`src/rtl/hdmi_period_scheduler_if.sv`:
```
// Scheduler-side bundle for the HDMI period scheduler: the packet-ready input
// plus the per-pixel period selection, control bits and raster position.
interface hdmi_period_scheduler_if;
  logic        pkt_valid;
  logic [2:0]  mode;
  logic [5:0]  ctrl;
  logic        pkt_ack;
  logic [4:0]  pkt_idx;
  logic [10:0] cx;
  logic [9:0]  cy;

  modport master (
    input  pkt_valid,
    output mode, ctrl, pkt_ack, pkt_idx, cx, cy
  );

  modport slave (
    output pkt_valid,
    input  mode, ctrl, pkt_ack, pkt_idx, cx, cy
  );
endinterface

```
`src/rtl/hdmi_period_scheduler.sv`:
```
// HDMI TMDS period scheduler: walks the raster and, for every pixel, selects
// control / video preamble / video guard / video, and (when the macro
// HDMI_DATA_ISLAND_EN is defined) one 32-character data island per line.
// Without HDMI_DATA_ISLAND_EN the block is a plain DVI scheduler.
// Every output is registered and describes the cx/cy presented with it.
module hdmi_period_scheduler #(
  parameter int   H_ACTIVE     = 1280,
  parameter int   H_TOTAL      = 1650,
  parameter int   H_SYNC_START = 1390,
  parameter int   H_SYNC_END   = 1430,
  parameter int   V_ACTIVE     = 720,
  parameter int   V_TOTAL      = 750,
  parameter int   V_SYNC_START = 725,
  parameter int   V_SYNC_END   = 730,
  parameter logic SYNC_POL     = 1'b1
) (
  input logic                     clk_pixel,
  input logic                     reset,
  hdmi_period_scheduler_if.master bus
);

  // An island (12 lead-in + 44 island cycles after the active region) must
  // finish before the video preamble of the next line begins.
  if (H_ACTIVE + 12 + 44 + 12 > H_TOTAL - 10) begin : g_bad_timing
    $error("hdmi_period_scheduler: data island overlaps the video preamble");
  end

  localparam logic [10:0] HA      = 11'(H_ACTIVE);
  localparam logic [10:0] HT_M1   = 11'(H_TOTAL - 1);
  localparam logic [10:0] PRE_LO  = 11'(H_TOTAL - 10);
  localparam logic [10:0] PRE_HI  = 11'(H_TOTAL - 3);
  localparam logic [10:0] GRD_LO  = 11'(H_TOTAL - 2);
  localparam logic [10:0] HS_LO   = 11'(H_SYNC_START);
  localparam logic [10:0] HS_HI   = 11'(H_SYNC_END);
  localparam logic [9:0]  VA      = 10'(V_ACTIVE);
  localparam logic [9:0]  VT_M1   = 10'(V_TOTAL - 1);
  localparam logic [9:0]  VS_LO   = 10'(V_SYNC_START);
  localparam logic [9:0]  VS_HI   = 10'(V_SYNC_END);

  localparam logic [2:0] MODE_CTRL   = 3'd0;
  localparam logic [2:0] MODE_VIDEO  = 3'd1;
  localparam logic [2:0] MODE_VGUARD = 3'd2;
  localparam logic [2:0] MODE_ISLAND = 3'd3;
  localparam logic [2:0] MODE_IGUARD = 3'd4;

  typedef enum logic [2:0] {
    ST_CTRL,
    ST_VID_PRE,
    ST_VID_GUARD,
    ST_VIDEO
`ifdef HDMI_DATA_ISLAND_EN
    ,
    ST_DI_PRE,
    ST_DI_GL,
    ST_DI_DATA,
    ST_DI_GT
`endif
  } state_t;

  logic        run;      // low until the first edge after reset: that edge shows cx=0 again
  state_t      nxt_st;
  logic [10:0] nx;
  logic [9:0]  ny;
  logic [9:0]  nl;       // line following ny, used to see whether video comes next
  logic        hs;
  logic        vs;

  // Raster position and sync levels for the cycle about to be presented.
  always_comb begin
    // NOTE: every variable gets a default first so no path leaves it unassigned (no latch).
    nx = '0;
    ny = '0;
    if (run) begin
      if (bus.cx == HT_M1) begin
        nx = '0;
        ny = (bus.cy == VT_M1) ? '0 : bus.cy + 10'd1;
      end else begin
        nx = bus.cx + 11'd1;
        ny = bus.cy;
      end
    end
    nl = (ny == VT_M1) ? '0 : ny + 10'd1;
    hs = (nx >= HS_LO && nx < HS_HI) ? SYNC_POL : ~SYNC_POL;
    vs = (ny >= VS_LO && ny < VS_HI) ? SYNC_POL : ~SYNC_POL;
  end

`ifdef HDMI_DATA_ISLAND_EN
  // Island sequencing: 0..7 preamble, 8..9 leading guard, 10..41 data, 42..43 trailing guard.
  localparam logic [5:0] CNT_GL   = 6'd8;
  localparam logic [5:0] CNT_DATA = 6'd10;
  localparam logic [5:0] CNT_GT   = 6'd42;
  localparam logic [5:0] CNT_LAST = 6'd43;
  localparam logic [10:0] DECIDE  = 11'(H_ACTIVE + 11);

  state_t     st;
  logic [5:0] isl_cnt;
  logic [5:0] nxt_cnt;
  logic       in_island;

  assign in_island = (st == ST_DI_PRE) || (st == ST_DI_GL) ||
                     (st == ST_DI_DATA) || (st == ST_DI_GT);
`endif

  // Period selection for the next pixel; a running island overrides the raster rules.
  always_comb begin
    nxt_st = ST_CTRL;
    if (ny < VA && nx < HA)
      nxt_st = ST_VIDEO;
    else if (nl < VA && nx >= PRE_LO && nx <= PRE_HI)
      nxt_st = ST_VID_PRE;
    else if (nl < VA && nx >= GRD_LO)
      nxt_st = ST_VID_GUARD;
`ifdef HDMI_DATA_ISLAND_EN
    nxt_cnt = '0;
    if (in_island && isl_cnt != CNT_LAST) begin
      nxt_cnt = isl_cnt + 6'd1;
      if (nxt_cnt < CNT_GL)        nxt_st = ST_DI_PRE;
      else if (nxt_cnt < CNT_DATA) nxt_st = ST_DI_GL;
      else if (nxt_cnt < CNT_GT)   nxt_st = ST_DI_DATA;
      else                         nxt_st = ST_DI_GT;
    end else if (run && bus.cx == DECIDE && bus.pkt_valid) begin
      nxt_st = ST_DI_PRE;
    end
`endif
  end

  // Register the raster position and the outputs decoded from the chosen period.
  always_ff @(posedge clk_pixel or posedge reset) begin
    if (reset) begin
      run       <= 1'b0;
      bus.cx    <= '0;
      bus.cy    <= '0;
      bus.mode  <= MODE_CTRL;
      bus.ctrl  <= {4'b0000, ~SYNC_POL, ~SYNC_POL};
`ifdef HDMI_DATA_ISLAND_EN
      st          <= ST_CTRL;
      isl_cnt     <= '0;
      bus.pkt_ack <= 1'b0;
      bus.pkt_idx <= '0;
`endif
    end else begin
      // NOTE: non-blocking assignments so every register samples pre-edge values.
      run           <= 1'b1;
      bus.cx        <= nx;
      bus.cy        <= ny;
      bus.ctrl[1:0] <= {vs, hs};
      case (nxt_st)
        ST_VIDEO:     begin bus.mode <= MODE_VIDEO;  bus.ctrl[5:2] <= 4'b0000; end
        ST_VID_PRE:   begin bus.mode <= MODE_CTRL;   bus.ctrl[5:2] <= 4'b0001; end
        ST_VID_GUARD: begin bus.mode <= MODE_VGUARD; bus.ctrl[5:2] <= 4'b0000; end
`ifdef HDMI_DATA_ISLAND_EN
        ST_DI_PRE:    begin bus.mode <= MODE_CTRL;   bus.ctrl[5:2] <= 4'b0101; end
        ST_DI_GL,
        ST_DI_GT:     begin bus.mode <= MODE_IGUARD; bus.ctrl[5:2] <= 4'b0000; end
        ST_DI_DATA:   begin bus.mode <= MODE_ISLAND; bus.ctrl[5:2] <= 4'b0000; end
`endif
        default:      begin bus.mode <= MODE_CTRL;   bus.ctrl[5:2] <= 4'b0000; end
      endcase
`ifdef HDMI_DATA_ISLAND_EN
      st          <= nxt_st;
      isl_cnt     <= nxt_cnt;
      bus.pkt_ack <= (nxt_st == ST_DI_DATA) && (nxt_cnt == CNT_DATA);
      bus.pkt_idx <= (nxt_st == ST_DI_DATA) ? 5'(nxt_cnt - CNT_DATA) : 5'd0;
`endif
    end
  end

`ifdef HDMI_DATA_ISLAND_EN
`else
  // DVI build: no islands, so the packet handshake is idle.
  assign bus.pkt_ack = 1'b0;
  assign bus.pkt_idx = '0;
`endif

endmodule

```
`src/flat_wrapper.sv`:
```
// flat-port wrapper written by rule: the top's interface ports become plain ports
module hdmi_period_scheduler_flat 
#(
  parameter int   H_ACTIVE     = 1280,
  parameter int   H_TOTAL      = 1650,
  parameter int   H_SYNC_START = 1390,
  parameter int   H_SYNC_END   = 1430,
  parameter int   V_ACTIVE     = 720,
  parameter int   V_TOTAL      = 750,
  parameter int   V_SYNC_START = 725,
  parameter int   V_SYNC_END   = 730,
  parameter logic SYNC_POL     = 1'b1
)
  (clk_pixel, reset, bus_pkt_valid, bus_mode, bus_ctrl, bus_pkt_ack, bus_pkt_idx, bus_cx, bus_cy);
  hdmi_period_scheduler_if bus_i ();
  input logic clk_pixel;
  input logic reset;
  input wire logic [$bits(bus_i.pkt_valid)-1:0] bus_pkt_valid;
  output wire logic [$bits(bus_i.mode)-1:0] bus_mode;
  output wire logic [$bits(bus_i.ctrl)-1:0] bus_ctrl;
  output wire logic [$bits(bus_i.pkt_ack)-1:0] bus_pkt_ack;
  output wire logic [$bits(bus_i.pkt_idx)-1:0] bus_pkt_idx;
  output wire logic [$bits(bus_i.cx)-1:0] bus_cx;
  output wire logic [$bits(bus_i.cy)-1:0] bus_cy;
  assign bus_i.pkt_valid = bus_pkt_valid;
  assign bus_mode = bus_i.mode;
  assign bus_ctrl = bus_i.ctrl;
  assign bus_pkt_ack = bus_i.pkt_ack;
  assign bus_pkt_idx = bus_i.pkt_idx;
  assign bus_cx = bus_i.cx;
  assign bus_cy = bus_i.cy;
  hdmi_period_scheduler #(.H_ACTIVE(H_ACTIVE), .H_TOTAL(H_TOTAL), .H_SYNC_START(H_SYNC_START), .H_SYNC_END(H_SYNC_END), .V_ACTIVE(V_ACTIVE), .V_TOTAL(V_TOTAL), .V_SYNC_START(V_SYNC_START), .V_SYNC_END(V_SYNC_END), .SYNC_POL(SYNC_POL)) u_core (.clk_pixel(clk_pixel), .reset(reset), .bus(bus_i));
endmodule
```
`config.mk`:
```
export PLATFORM = sky130hd
export DESIGN_NAME = hdmi_period_scheduler_flat
export DESIGN_NICKNAME = d
export VERILOG_FILES = /design/src/rtl/hdmi_period_scheduler_if.sv /design/src/rtl/hdmi_period_scheduler.sv /design/src/flat_wrapper.sv
export SDC_FILE = /design/constraint.sdc
export NUM_CORES = 1
export LEC_CHECK = 0
export CAP_MARGIN = 30
export CORE_ASPECT_RATIO = 1.5
export CORE_MARGIN = 2
export CORE_UTILIZATION = 50
export DETAILED_ROUTE_END_ITERATION = 7
export MAX_ROUTING_LAYER = met4
export PLACE_DENSITY = 0.79
export SLEW_MARGIN = 20
export SYNTH_ARGS = -nofsm -noshare
export SYNTH_HDL_FRONTEND = slang
export SYNTH_SLANG_ARGS = --single-unit
```
`constraint.sdc`:
```
create_clock -name clk_pixel -period 5.65 [get_ports clk_pixel]
set_input_delay 0.565 -clock clk_pixel [delete_from_list [all_inputs] [get_ports clk_pixel]]
set_output_delay 0.565 -clock clk_pixel [all_outputs]
set_load 0.005 [all_outputs]
```
==> load_flow_metrics.sql, run 1 <==
INSERT INTO impl_metrics (metric_group, metric, value, unit) VALUES
('status', 'run_status', 'completed', ''),
('power_and_ir_drop', 'leakagePower', '0.851', 'nW'),
('clock_tree', 'clock_tree_from_tritoncts', 'built', ''),
('worst_setup_path', 'critical_path.startpoint', 'u_core.bus.cx[2]', ''),
('global_route', 'grt.overflow.total', '0', ''),
('worst_setup_path', 'setup.worst_path.end_class', 'register', ''),
('synth', 'synth-seq-cells', '27', ''),
('synth', 'netlist_area', '1810', 'um^2'),
('sta', 'relSlewSlack', '49.7', '%'),
('global_route', 'pin_count_of_the_biggest_net_entering_global_routing', '17', ''),
('power_and_ir_drop', 'intPower', '0.000254', 'W'),
('clock_tree', 'post_cts.repair.setup_buffers', '0', ''),
('synth', 'synthesis.instances', '200', ''),
('clock_tree', 'root_buffer', 'sky130_fd_sc_hd__clkbuf_8', ''),
('floorplan', 'floorplan.die_area', '4120', 'um^2'),
('floorplan', 'initial_core_util', '52.4', '%'),
('clock_tree', 'ctsLongestPathBuffers', '2', ''),
('placed_design', 'place_inst', '266', ''),
('final_layout', 'multiInputGateArea', '1030', 'um^2'),
('drt', 'ant_nets', '0', ''),
('clock_tree', 'cts.sink_count', '27', ''),
('clock_tree', 'cts_buffer_count', '3', ''),
('floorplan', 'fp.dieH', '77.6', 'um'),
('clock_tree', 'post_cts.resized_instances', '0', ''),
('clock_tree', 'htreeDepth', '1', ''),
('sta', 'layout_worst_path_cycle_share', '53.6', '%'),
('worst_setup_path', 'timing.critical_path.required', '5.80', 'ns'),
('drt', 'drc_errors', '0', ''),
('global_route', 'first_pass_grt_wire_length', '7450', 'um'),
('sta', 'unrepaired_setup_endpoints_after_global_routing', 'false', ''),
('synth', 'count_of_flip_flops_with_a_built_in_enable_after_synthesis', '0', ''),
('sta', 'maxSlewViolCount', '0', ''),
('worst_setup_path', 'worst_setup_path_start_kind', 'register', ''),
('placed_design', 'place_area', '2090', 'um^2'),
('sta', 'final_critical_delay_including_setup_and_external_delays', '3.03', 'ns'),
('clock_tree', 'path_clk_slew', '0.10', 'ns'),
('synth', 'yosys_most_used_dff', 'sky130_fd_sc_hd__dfrtp_1', ''),
('drt', 'wire_per_inst', '16.3', 'um'),
('final_layout', 'post_synthesis_to_final_layout_area_growth', '18.5', '%'),
('power_and_ir_drop', 'power.switching_fraction', '24.2', '%'),
('worst_setup_path', 'worstSetupPathType', 'register to register', ''),
('placed_design', 'global_placement_routability_congestion', '0.906', ''),
('floorplan', 'row_count', '26', ''),
('global_route', 'gr-usage-all-layers', '24.3', '%'),
('drt', 'dr_total_vias', '1645', ''),
('clock_tree', 'post_cts_hold_buffer_count', '0', ''),
('global_route', 'first_global_vias', '1569', ''),
('synth', 'synth_sequential_area_ratio', '37.4', '%'),
('synth', 'asyncSetResetFlopFracSynth', '100', '%'),
('drt', 'drc_marker_count_from_the_first_detailed_route_iteration', '63', ''),
('sta', 'fin_worst_skew', '0.00680', 'ns'),
('global_route', 'grt_antenna_before_repair', '0', ''),
('floorplan', 'die_width', '53.1', 'um'),
('final_layout', 'drive_gt1_share', '5.26', '%'),
('placed_design', 'place.detailed.hpwl', '3420', 'um'),
('final_layout', 'layout.filler_cells', '321', ''),
('power_and_ir_drop', 'maximum_vdd_ir_drop', '0.118', 'mV'),
('power_and_ir_drop', 'power_frac_seq', '59.7', '%'),
('sta', 'max_clock_freq', '0.330', 'GHz'),
('synth', 'synth.yosys.warnings', '0', ''),
('final_layout', 'nNetsFinal', '236', ''),
('final_layout', 'ff_latch_area', '676', 'um^2'),
('final_layout', 'number_of_inserted_diodes', '0', ''),
('worst_setup_path', 'cp_max_fo', '10', ''),
('drt', 'dr.pass1.iters', '4', ''),
('sta', 'worst_slew_pin_slew', '0.751', 'ns'),
('placed_design', 'count_of_input_and_output_buffers', '27', ''),
('power_and_ir_drop', 'share_comb_of_total_power', '6.0', '%'),
('floorplan', 'fp.coreArea', '3450', 'um^2'),
('drt', 'avgViaCountPerCell', '6.09', ''),
('synth', 'post_synth_num_cell_types', '57', '');
-- state kept, by name, indices dropped and copies added, names as in the netlist --
| name | cells |
|---|---|
| u_core.bus.ctrl | 3 |
| u_core.bus.cx | 11 |
| u_core.bus.cy | 10 |
| u_core.bus.mode | 2 |
| u_core.run | 1 |
-- power groups by stage --
stage	Combinational (W)	Sequential (W)	Clock (W)
after global placement	0.0000174	0.000203	0
after detailed placement	0.0000201	0.000203	0
after floorplan	0.0000183	0.000201	0
after CTS	0.0000203	0.000200	0.000117
after global routing	0.0000226	0.000200	0.000128
final	0.0000200	0.000200	0.000115
-- cells by family after synthesis --
kind of cell,count (synthesis),share of synthesized area [%]
xor+xnor,10,4.84
other cells,2,0.415
buf+inv,24,7.61
compound gates,43,17.1
flops,27,37.4
fa+ha+maj,5,3.32
mux,1,0.554
simple gates,88,28.8
-- critical path: stages, from the launching register on --
cell and delay (ns):
sky130_fd_sc_hd__dfrtp_1 0.53, sky130_fd_sc_hd__or4b_1 0.72, sky130_fd_sc_hd__o31ai_2 0.66, sky130_fd_sc_hd__a21oi_1 0.25
sky130_fd_sc_hd__nor2_1 0.23, sky130_fd_sc_hd__o211ai_1 0.14, sky130_fd_sc_hd__a2111oi_1 0.38
-- placed cells by master, fill, tap and decap left out, drive strengths merged, types with 2 or more instances in the layout --
cell type      instances
xor2                   4
o31ai                  2
dfrtp                 27
nand2b                 2
a311o                  2
clkbuf                 3
a32oi                  2
and2                   7
nand3b                 2
xnor2                  6
or3                    5
nor2                  19
nand4                  5
nand4b                 3
ha                     4
conb                  11
or4                    3
inv                   10
a21oi                 10
nand2                 10
nor4                   6
and3                   4
a31oi                  2
o21ai                  7
nor3                   6
clkdlybuf4s50         27
o21a                   2
buf                    2
nand3                  9
o211ai                 3
-- layer usage --
layer	vias up	part of all wire, %	wire length, um	GRT usage, %
met2	56	55	2410	41.4
met3	12	3.6	159	2.31
li1	777	-	-	-
met1	800	39	1720	28.6
met5	-	0	0	-
met4	0	2.7	119	9.49
-- stage by stage --
stage          hold slack, ns  total power [W]  setup slack, ns  util, %
2_1_floorplan           0.517         0.000219             3.07        -
4_1_cts                 0.564         0.000337             2.58     62.2
3_3_place_gp            0.546         0.000221             2.68     59.9
5_1_grt                 0.605         0.000351             2.34     62.2
6_report                0.554         0.000335             2.62     62.2
3_5_place_dp            0.545         0.000224             2.60     60.7
-- cells in the mapped netlist, types with 5 or more instances --
| library cell | n | area share [%] |
|---|---|---|
| sky130_fd_sc_hd__nor2_1 | 19 | 3.9 |
| sky130_fd_sc_hd__inv_1 | 10 | 2.1 |
| sky130_fd_sc_hd__nand2_1 | 10 | 2.1 |
| sky130_fd_sc_hd__xnor2_1 | 6 | 2.9 |
| sky130_fd_sc_hd__buf_4 | 10 | 4.2 |
| sky130_fd_sc_hd__o21ai_0 | 6 | 1.7 |
| sky130_fd_sc_hd__and2_1 | 7 | 2.4 |
| sky130_fd_sc_hd__nand4_1 | 5 | 1.7 |
| sky130_fd_sc_hd__a21oi_1 | 10 | 2.8 |
| sky130_fd_sc_hd__nand3_1 | 8 | 2.2 |
| sky130_fd_sc_hd__nor3_1 | 5 | 1.4 |
| sky130_fd_sc_hd__or3_1 | 5 | 1.7 |
| sky130_fd_sc_hd__nor4_1 | 6 | 2.1 |
| sky130_fd_sc_hd__dfrtp_1 | 27 | 37 |
-- worst paths after layout --
| kind | to | slack, ns | cells after the start |
|---|---|---|---|
| max in group asynchronous | u_core.bus.cy[9] | 4.90 | 3 |
| hold / removal | u_core.bus.cx[0] | 0.55 | 1 |
| setup / recovery | u_core.bus.ctrl[0] | 2.62 | 6 |
| setup reg to reg | u_core.bus.ctrl[0] | 2.62 | 6 |
| min in group asynchronous | u_core.bus.cx[6] | 0.62 | 3 |
| hold reg to reg | u_core.bus.cx[0] | 0.55 | 1 |
-- area by class of cell --
cell class / instances / area share (%)
Clock buffer: 3 / 1.93
Clock inverter: 1 / 0.350
Inverter: 10 / 1.75
Multi-Input combinational cell: 158 / 48.0
Sequential cell: 27 / 31.5
Tap cell: 42 / 2.45
Timing Repair Buffer: 29 / 14.0
Note: power is estimated with default switching activity, not from simulation.
==> inputs of run 2 (changes only) <==
Clock period 5.65 ns to 3.01 ns, I/O delays scaled along.
==> run 2 against run 1 <==
Worst setup slack worse by 2.4 ns; worst hold slack lost 0.19 ns; register-to-register slack lost 2.4 ns; sequential power increased by 87%; sequential cell count unchanged; cell area increased by 1.3%; largest cell class unchanged.
==> load_flow_metrics.sql, run 2 (synthesized netlist as in run 1, its figures left out) <==
INSERT INTO impl_metrics (metric_group, metric, value, unit) VALUES
('sta', 'final-setup-viol-count', '0', ''),
('worst_setup_path', 'critical_path_cell_sequence', 'or4b_1 -> nor4_1 -> a32oi_1 -> or3_1 -> a311o_1 -> mux2i_1 -> a21oi_1', ''),
('floorplan', 'row_count', '26', ''),
('clock_tree', 'path_clk_slew', '0.10', 'ns'),
('sta', 'worst_slew_pin_slew', '0.567', 'ns'),
('sta', 'final-hold-violation-count', '0', ''),
('power_and_ir_drop', 'pwr_density_cell', '287', 'nW/um^2'),
('final_layout', 'largest_reg_flops', '11', ''),
('clock_tree', 'clock_tree_from_tritoncts', 'built', ''),
('placed_design', 'count_of_input_and_output_buffers', '27', ''),
('final_layout', 'drive_gt1_share', '7.30', '%'),
('global_route', 'busiest_layer', 'met2', ''),
('worst_setup_path', 'critical_path_buffer_and_inverter_count', '0', ''),
('clock_tree', 'post_cts.repair.setup_buffers', '0', ''),
('clock_tree', 'cts_buffer_count', '3', ''),
('status', 'run_status', 'completed', ''),
('placed_design', 'place.detailed.hpwl', '3280', 'um'),
('global_route', 'gr-usage-all-layers', '23.7', '%'),
('final_layout', 'number_of_inserted_diodes', '0', ''),
('power_and_ir_drop', 'leakagePower', '0.876', 'nW'),
('worst_setup_path', 'setup.worst_path.end_class', 'register', ''),
('worst_hold_path', 'timing.hold.worst.class', 'input pin to async pin', ''),
('drt', 'ant_nets', '0', ''),
('global_route', 'pin_count_of_the_biggest_net_entering_global_routing', '16', ''),
('sta', 'final_setup_tns', '0', 'ns'),
('drt', 'dr_total_vias', '1652', ''),
('worst_setup_path', 'maximum_single_stage_delay_on_the_critical_path', '0.68', 'ns'),
('floorplan', 'die_width', '53.1', 'um'),
('worst_setup_path', 'worstSetupPathDepth', '7', ''),
('global_route', 'gr-usage-met1', '26.5', '%'),
('drt', 'drc_errors', '0', ''),
('drt', 'drc_marker_count_from_the_first_detailed_route_iteration', '45', ''),
('final_layout', 'largest_register', 'u_core.bus.cx', ''),
('floorplan', 'initial_core_util', '52.4', '%'),
('drt', 'wire_per_inst', '15.6', 'um'),
('sta', 'unrepaired_setup_endpoints_after_global_routing', 'false', ''),
('sta', 'fin_worst_skew', '0.00567', 'ns'),
('worst_setup_path', 'timing.critical_path.arrival', '2.97', 'ns'),
('final_layout', 'post_synthesis_to_final_layout_area_growth', '20.1', '%'),
('floorplan', 'io_pins', '39', ''),
('clock_tree', 'ctsLongestPathBuffers', '2', ''),
('global_route', 'grt_antenna_before_repair', '0', ''),
('global_route', 'grt_use_met3', '2.69', '%'),
('clock_tree', 'post_cts.resized_instances', '0', ''),
('power_and_ir_drop', 'maximum_vdd_ir_drop', '0.350', 'mV'),
('sta', 'layout_worst_path_cycle_share', '93.4', '%'),
('final_layout', 'final_cell_mix', 'sky130_fd_sc_hd__clkdlybuf4s50_1, sky130_fd_sc_hd__dfrtp_1, sky130_fd_sc_hd__nor2_1, sky130_fd_sc_hd__conb_1', ''),
('placed_design', 'global_placement_routability_congestion', '0.964', ''),
('final_layout', 'largestRegisters', 'u_core.bus.cx (11), u_core.bus.cy (10), u_core.bus.ctrl (3)', ''),
('global_route', 'first_global_vias', '1591', ''),
('worst_setup_path', 'cp_max_fo', '7', ''),
('clock_tree', 'cts.sink_count', '27', ''),
('global_route', 'groute.layer.met2.usage', '40.4', '%'),
('global_route', 'grt.overflow.total', '0', ''),
('job', 'max_cap_violations', '0', ''),
('clock_tree', 'root_buffer', 'sky130_fd_sc_hd__clkbuf_8', ''),
('worst_setup_path', 'worst_setup_path_start_kind', 'register', ''),
('drt', 'avgViaCountPerCell', '6.01', ''),
('sta', 'maxSlewViolCount', '0', ''),
('final_layout', 'layout.core_utilization', '63.0', '%'),
('floorplan', 'fp.coreArea', '3450', 'um^2'),
('final_layout', 'nNetsFinal', '241', ''),
('sta', 'max_clock_freq', '0.356', 'GHz'),
('floorplan', 'fp.dieH', '77.6', 'um'),
('worst_setup_path', 'path_delay_family', 'simple AND/OR/NAND/NOR gates', ''),
('drt', 'dr.pass1.iters', '4', ''),
('global_route', 'first_pass_grt_wire_length', '7220', 'um'),
('worst_setup_path', 'timing.critical_path.required', '3.17', 'ns'),
('worst_setup_path', 'worstSetupPathType', 'register to register', ''),
('clock_tree', 'post_cts_hold_buffer_count', '0', ''),
('power_and_ir_drop', 'total_power', '0.000622', 'W'),
('worst_setup_path', 'critical_path_top_delay_cell', 'sky130_fd_sc_hd__or4b_1', ''),
('sta', 'finalWorstSetupSlack', '0.198', 'ns'),
('floorplan', 'floorplan.die_area', '4120', 'um^2'),
('sta', 'final_critical_delay_including_setup_and_external_delays', '2.81', 'ns'),
('drt', 'detailed_route_wl', '4280', 'um'),
('clock_tree', 'htreeDepth', '1', ''),
('clock_tree', 'clkLatencyLatePin', '0.28', 'ns'),
('placed_design', 'dp_worst_setup_slack', '0.234', 'ns'),
('worst_setup_path', 'worst-r2r-cell-count', '7', ''),
('sta', 'relSlewSlack', '62.1', '%');
run 2: power breakdown:
group,switching (W),leakage (nW),internal (W)
Clock,0.000117,0.0255,0.0000929
Combinational,0.0000234,0.483,0.0000165
Sequential,0.00000682,0.367,0.000366
Total,0.000147,0.876,0.000476
run 2: cell type report:
type                            instances  area (um^2)
Clock buffer                            3         41.3
Multi-Input combinational cell        158         1030
Fill cell                             315         1280
Timing Repair Buffer                   34          330
Sequential cell                        27          676
Tap cell                               42         52.6
Inverter                               10         37.5
Clock inverter                          1         5.00
run 2: layer usage:
metal | part of all wire (%) | vias up
met4 | 3.6 | 0
met5 | 0 | -
met1 | 39 | 806
met3 | 3.2 | 15
li1 | - | 783
met2 | 54 | 48
run 2: worst reg2reg max path: cells and delay by family, from the launching register on:
kind,cells,cell delay [ns]
AND/OR/NAND/NOR,3,1.34
AO/OA/AOI/OAI,3,0.68
multiplexers,1,0.20
flip-flops,1,0.48
run 2: metrics by stage:
step,hold slack (ns),cells,area (um^2)
6_report,0.363,275,2170
4_1_cts,0.381,275,2170
3_3_place_gp,0.543,270,2110
5_1_grt,0.419,275,2170
2_1_floorplan,0.354,209,1840
3_5_place_dp,0.535,271,2120
run 2: final timing paths:
path / endpoint / slack (ns) / from
worst max-delay path: u_core.bus.mode[1] / 0.20 / u_core.bus.cx[7]
worst min-delay path: u_core.bus.cx[6] / 0.36 / reset
worst max register to register: u_core.bus.mode[1] / 0.20 / u_core.bus.cx[7]
worst min register to register: u_core.bus.cx[0] / 0.55 / u_core.bus.cx[0]
max in group asynchronous: u_core.bus.cy[2] / 2.16 / reset
min in group clk_pixel: u_core.bus.cx[0] / 0.55 / u_core.bus.cx[0]
==> inputs of run 3 (changes only) <==
--- a/config.mk
+++ b/config.mk
@@ -10,6 +10,6 @@
 export CORE_MARGIN = 2
-export CORE_UTILIZATION = 50
+export CORE_UTILIZATION = 40
 export DETAILED_ROUTE_END_ITERATION = 7
 export MAX_ROUTING_LAYER = met4
-export PLACE_DENSITY = 0.79
+export PLACE_DENSITY = 0.65
 export SLEW_MARGIN = 20
==> constraint.sdc (replaced) <==
create_clock -name clk_pixel -period 3.01 [get_ports clk_pixel]
set_input_delay 0.7525 -clock clk_pixel [delete_from_list [all_inputs] [get_ports clk_pixel]]
set_output_delay 0.7525 -clock clk_pixel [all_outputs]
set_load 0.005 [all_outputs]
==> run 3 against run 2 <==
The flow now finishes with violations (DRC); die area up 23%; register-to-register slack got worse by 0.03 ns; combinational power decreased by 2%; maximum frequency is 0.90% lower; first-iteration DRC count decreased by 20%; clock power grew 6%; global-route usage shrank 3.9 points; critical path depth unchanged; routed wire length up 5.7%; final cell count up 2.9%; count of clock-buffer cells in the layout did not move; critical path type unchanged; largest cell class unchanged; highest routed layer unchanged.
==> load_flow_metrics.sql, run 3 (synthesized netlist as in run 1, its figures left out) <==
INSERT INTO impl_metrics (metric_group, metric, value, unit) VALUES
('status', 'run_status', 'finished with violations', ''),
('status', 'failed_checks', 'DRC', ''),
('sta', 'fin_worst_skew', '0.00252', 'ns'),
('worst_setup_path', 'worstSetupPathType', 'register to register', ''),
('placed_design', 'global_placement_routability_congestion', '0.902', ''),
('worst_setup_path', 'worst_setup_path_start_kind', 'register', ''),
('clock_tree', 'htreeDepth', '1', ''),
('clock_tree', 'clock_tree_from_tritoncts', 'built', ''),
('floorplan', 'io_pins', '39', ''),
('power_and_ir_drop', 'pwr_density_cell', '290', 'nW/um^2'),
('sta', 'final_setup_tns', '0', 'ns'),
('final_layout', 'largest_reg_flops', '11', ''),
('final_layout', 'final_cell_mix', 'sky130_fd_sc_hd__clkdlybuf4s50_1, sky130_fd_sc_hd__dfrtp_1, sky130_fd_sc_hd__nor2_1, sky130_fd_sc_hd__conb_1', ''),
('global_route', 'pin_count_of_the_biggest_net_entering_global_routing', '28', ''),
('worst_setup_path', 'setup.worst_path.end_class', 'register', ''),
('clock_tree', 'cts.sink_count', '27', ''),
('sta', 'maxSlewViolCount', '0', ''),
('floorplan', 'fp.dieH', '86.3', 'um'),
('sta', 'max_clock_freq', '0.352', 'GHz'),
('placed_design', 'count_of_input_and_output_buffers', '27', ''),
('power_and_ir_drop', 'maximum_vdd_ir_drop', '0.243', 'mV'),
('sta', 'final-setup-viol-count', '0', ''),
('drt', 'ant_nets', '0', ''),
('placed_design', 'dp_worst_setup_slack', '0.207', 'ns'),
('clock_tree', 'cts_buffer_count', '3', ''),
('global_route', 'first_pass_grt_wire_length', '7410', 'um'),
('floorplan', 'die_width', '58.9', 'um'),
('global_route', 'gr-usage-all-layers', '19.7', '%'),
('drt', 'detailed_route_wl', '4520', 'um'),
('floorplan', 'floorplan.die_area', '5080', 'um^2'),
('clock_tree', 'root_buffer', 'sky130_fd_sc_hd__clkbuf_8', ''),
('clock_tree', 'post_cts.resized_instances', '0', ''),
('sta', 'unrepaired_setup_endpoints_after_global_routing', 'false', ''),
('clock_tree', 'post_cts.repair.setup_buffers', '0', ''),
('drt', 'drc_marker_count_from_the_first_detailed_route_iteration', '36', ''),
('job', 'max_cap_violations', '0', ''),
('sta', 'final-hold-violation-count', '0', ''),
('clock_tree', 'ctsLongestPathBuffers', '2', ''),
('global_route', 'grt_antenna_before_repair', '0', ''),
('global_route', 'first_global_vias', '1545', ''),
('final_layout', 'largestRegisters', 'u_core.bus.cx (11), u_core.bus.cy (10), u_core.bus.ctrl (3)', ''),
('drt', 'drc_errors', '1', ''),
('final_layout', 'nNetsFinal', '243', ''),
('final_layout', 'largest_register', 'u_core.bus.cx', ''),
('clock_tree', 'post_cts_hold_buffer_count', '0', ''),
('sta', 'finalWorstSetupSlack', '0.173', 'ns'),
('final_layout', 'post_synthesis_to_final_layout_area_growth', '21.0', '%'),
('drt', 'dr_total_vias', '1646', ''),
('worst_setup_path', 'cp_max_fo', '7', ''),
('worst_setup_path', 'timing.critical_path.arrival', '2.99', 'ns'),
('floorplan', 'row_count', '30', ''),
('power_and_ir_drop', 'leakagePower', '0.882', 'nW'),
('floorplan', 'initial_core_util', '40.8', '%'),
('worst_setup_path', 'timing.critical_path.required', '3.17', 'ns'),
('clock_tree', 'path_clk_slew', '0.10', 'ns'),
('drt', 'wire_per_inst', '16.0', 'um'),
('clock_tree', 'clkLatencyLatePin', '0.28', 'ns'),
('worst_setup_path', 'setup.reg_to_reg.worst_slack', '0.17', 'ns'),
('drt', 'avgViaCountPerCell', '5.82', ''),
('final_layout', 'number_of_inserted_diodes', '0', ''),
('final_layout', 'drive_gt1_share', '8.09', '%'),
('global_route', 'grt.overflow.total', '0', ''),
('drt', 'dr.pass1.iters', '7', ''),
('floorplan', 'fp.coreArea', '4430', 'um^2'),
('placed_design', 'place.detailed.hpwl', '3460', 'um'),
('worst_hold_path', 'timing.hold.worst.class', 'register to register', ''),
('sta', 'final_critical_delay_including_setup_and_external_delays', '2.84', 'ns'),
('sta', 'layout_worst_path_cycle_share', '94.3', '%');
## run 3: cell types whose count changed in the layout (fill, tap and decap cells not counted), sizes merged
cell	previous run	this run
buf	7	9
clkinv	1	0
clkinvlp	0	1
## run 3: area by class of cell
type                            count  area [um^2]
Multi-Input combinational cell    158         1030
Tap cell                           48         60.1
Clock buffer                        3         41.3
Clock inverter                      1         7.51
Inverter                           10         37.5
Sequential cell                    27          676
Fill cell                         442         2240
Timing Repair Buffer               36          338
## run 3: report_power, final
group | total (W) | leakage [nW] | switching (W) | internal [W]
combinational | 0.0000390 | 0.493 | 0.0000234 | 0.0000156
sequential | 0.000373 | 0.367 | 0.00000703 | 0.000366
clock | 0.000222 | 0.0217 | 0.000128 | 0.0000944
## run 3: metrics by stage
stage / utilization (%) / cell area [um^2] / power [W] / hold WS, ns / instances
after floorplan: - / 1840 / 0.000412 / 0.517 / 209
after global placement: 48.3 / 2140 / 0.000420 / 0.549 / 279
after detailed placement: 48.3 / 2140 / 0.000420 / 0.539 / 279
after CTS: 49.4 / 2190 / 0.000642 / 0.557 / 283
after global routing: 49.4 / 2190 / 0.000662 / 0.596 / 283
final: 49.4 / 2190 / 0.000635 / 0.556 / 283
## run 3: critical path, stage by stage (launching register included)
cell and delay (ns):
sky130_fd_sc_hd__dfrtp_1 0.48, sky130_fd_sc_hd__or4b_1 0.69, sky130_fd_sc_hd__nor4_1 0.24, sky130_fd_sc_hd__a32oi_1 0.23, sky130_fd_sc_hd__or3_1 0.43, sky130_fd_sc_hd__a311o_1 0.36
sky130_fd_sc_hd__mux2i_1 0.17, sky130_fd_sc_hd__a21oi_1 0.11
## run 3: metal layers
layer	up-vias	track usage (%)	wire, um
met5	-	-	0
met4	0	10.7	176
met3	14	2.09	156
met2	49	34.2	2400
met1	797	21.4	1790
li1	786	-	-
## run 3: path summary, 6_finish.rpt
check                                     end  cells past startpoint             start
setup / recovery           u_core.bus.mode[1]                      7  u_core.bus.cx[7]
hold / removal               u_core.bus.cx[0]                      1  u_core.bus.cx[0]
setup reg to reg           u_core.bus.mode[1]                      7  u_core.bus.cx[7]
hold reg to reg              u_core.bus.cx[0]                      1  u_core.bus.cx[0]
max in group asynchronous    u_core.bus.cy[5]                      3             reset
min in group asynchronous  u_core.bus.ctrl[0]                      3             reset
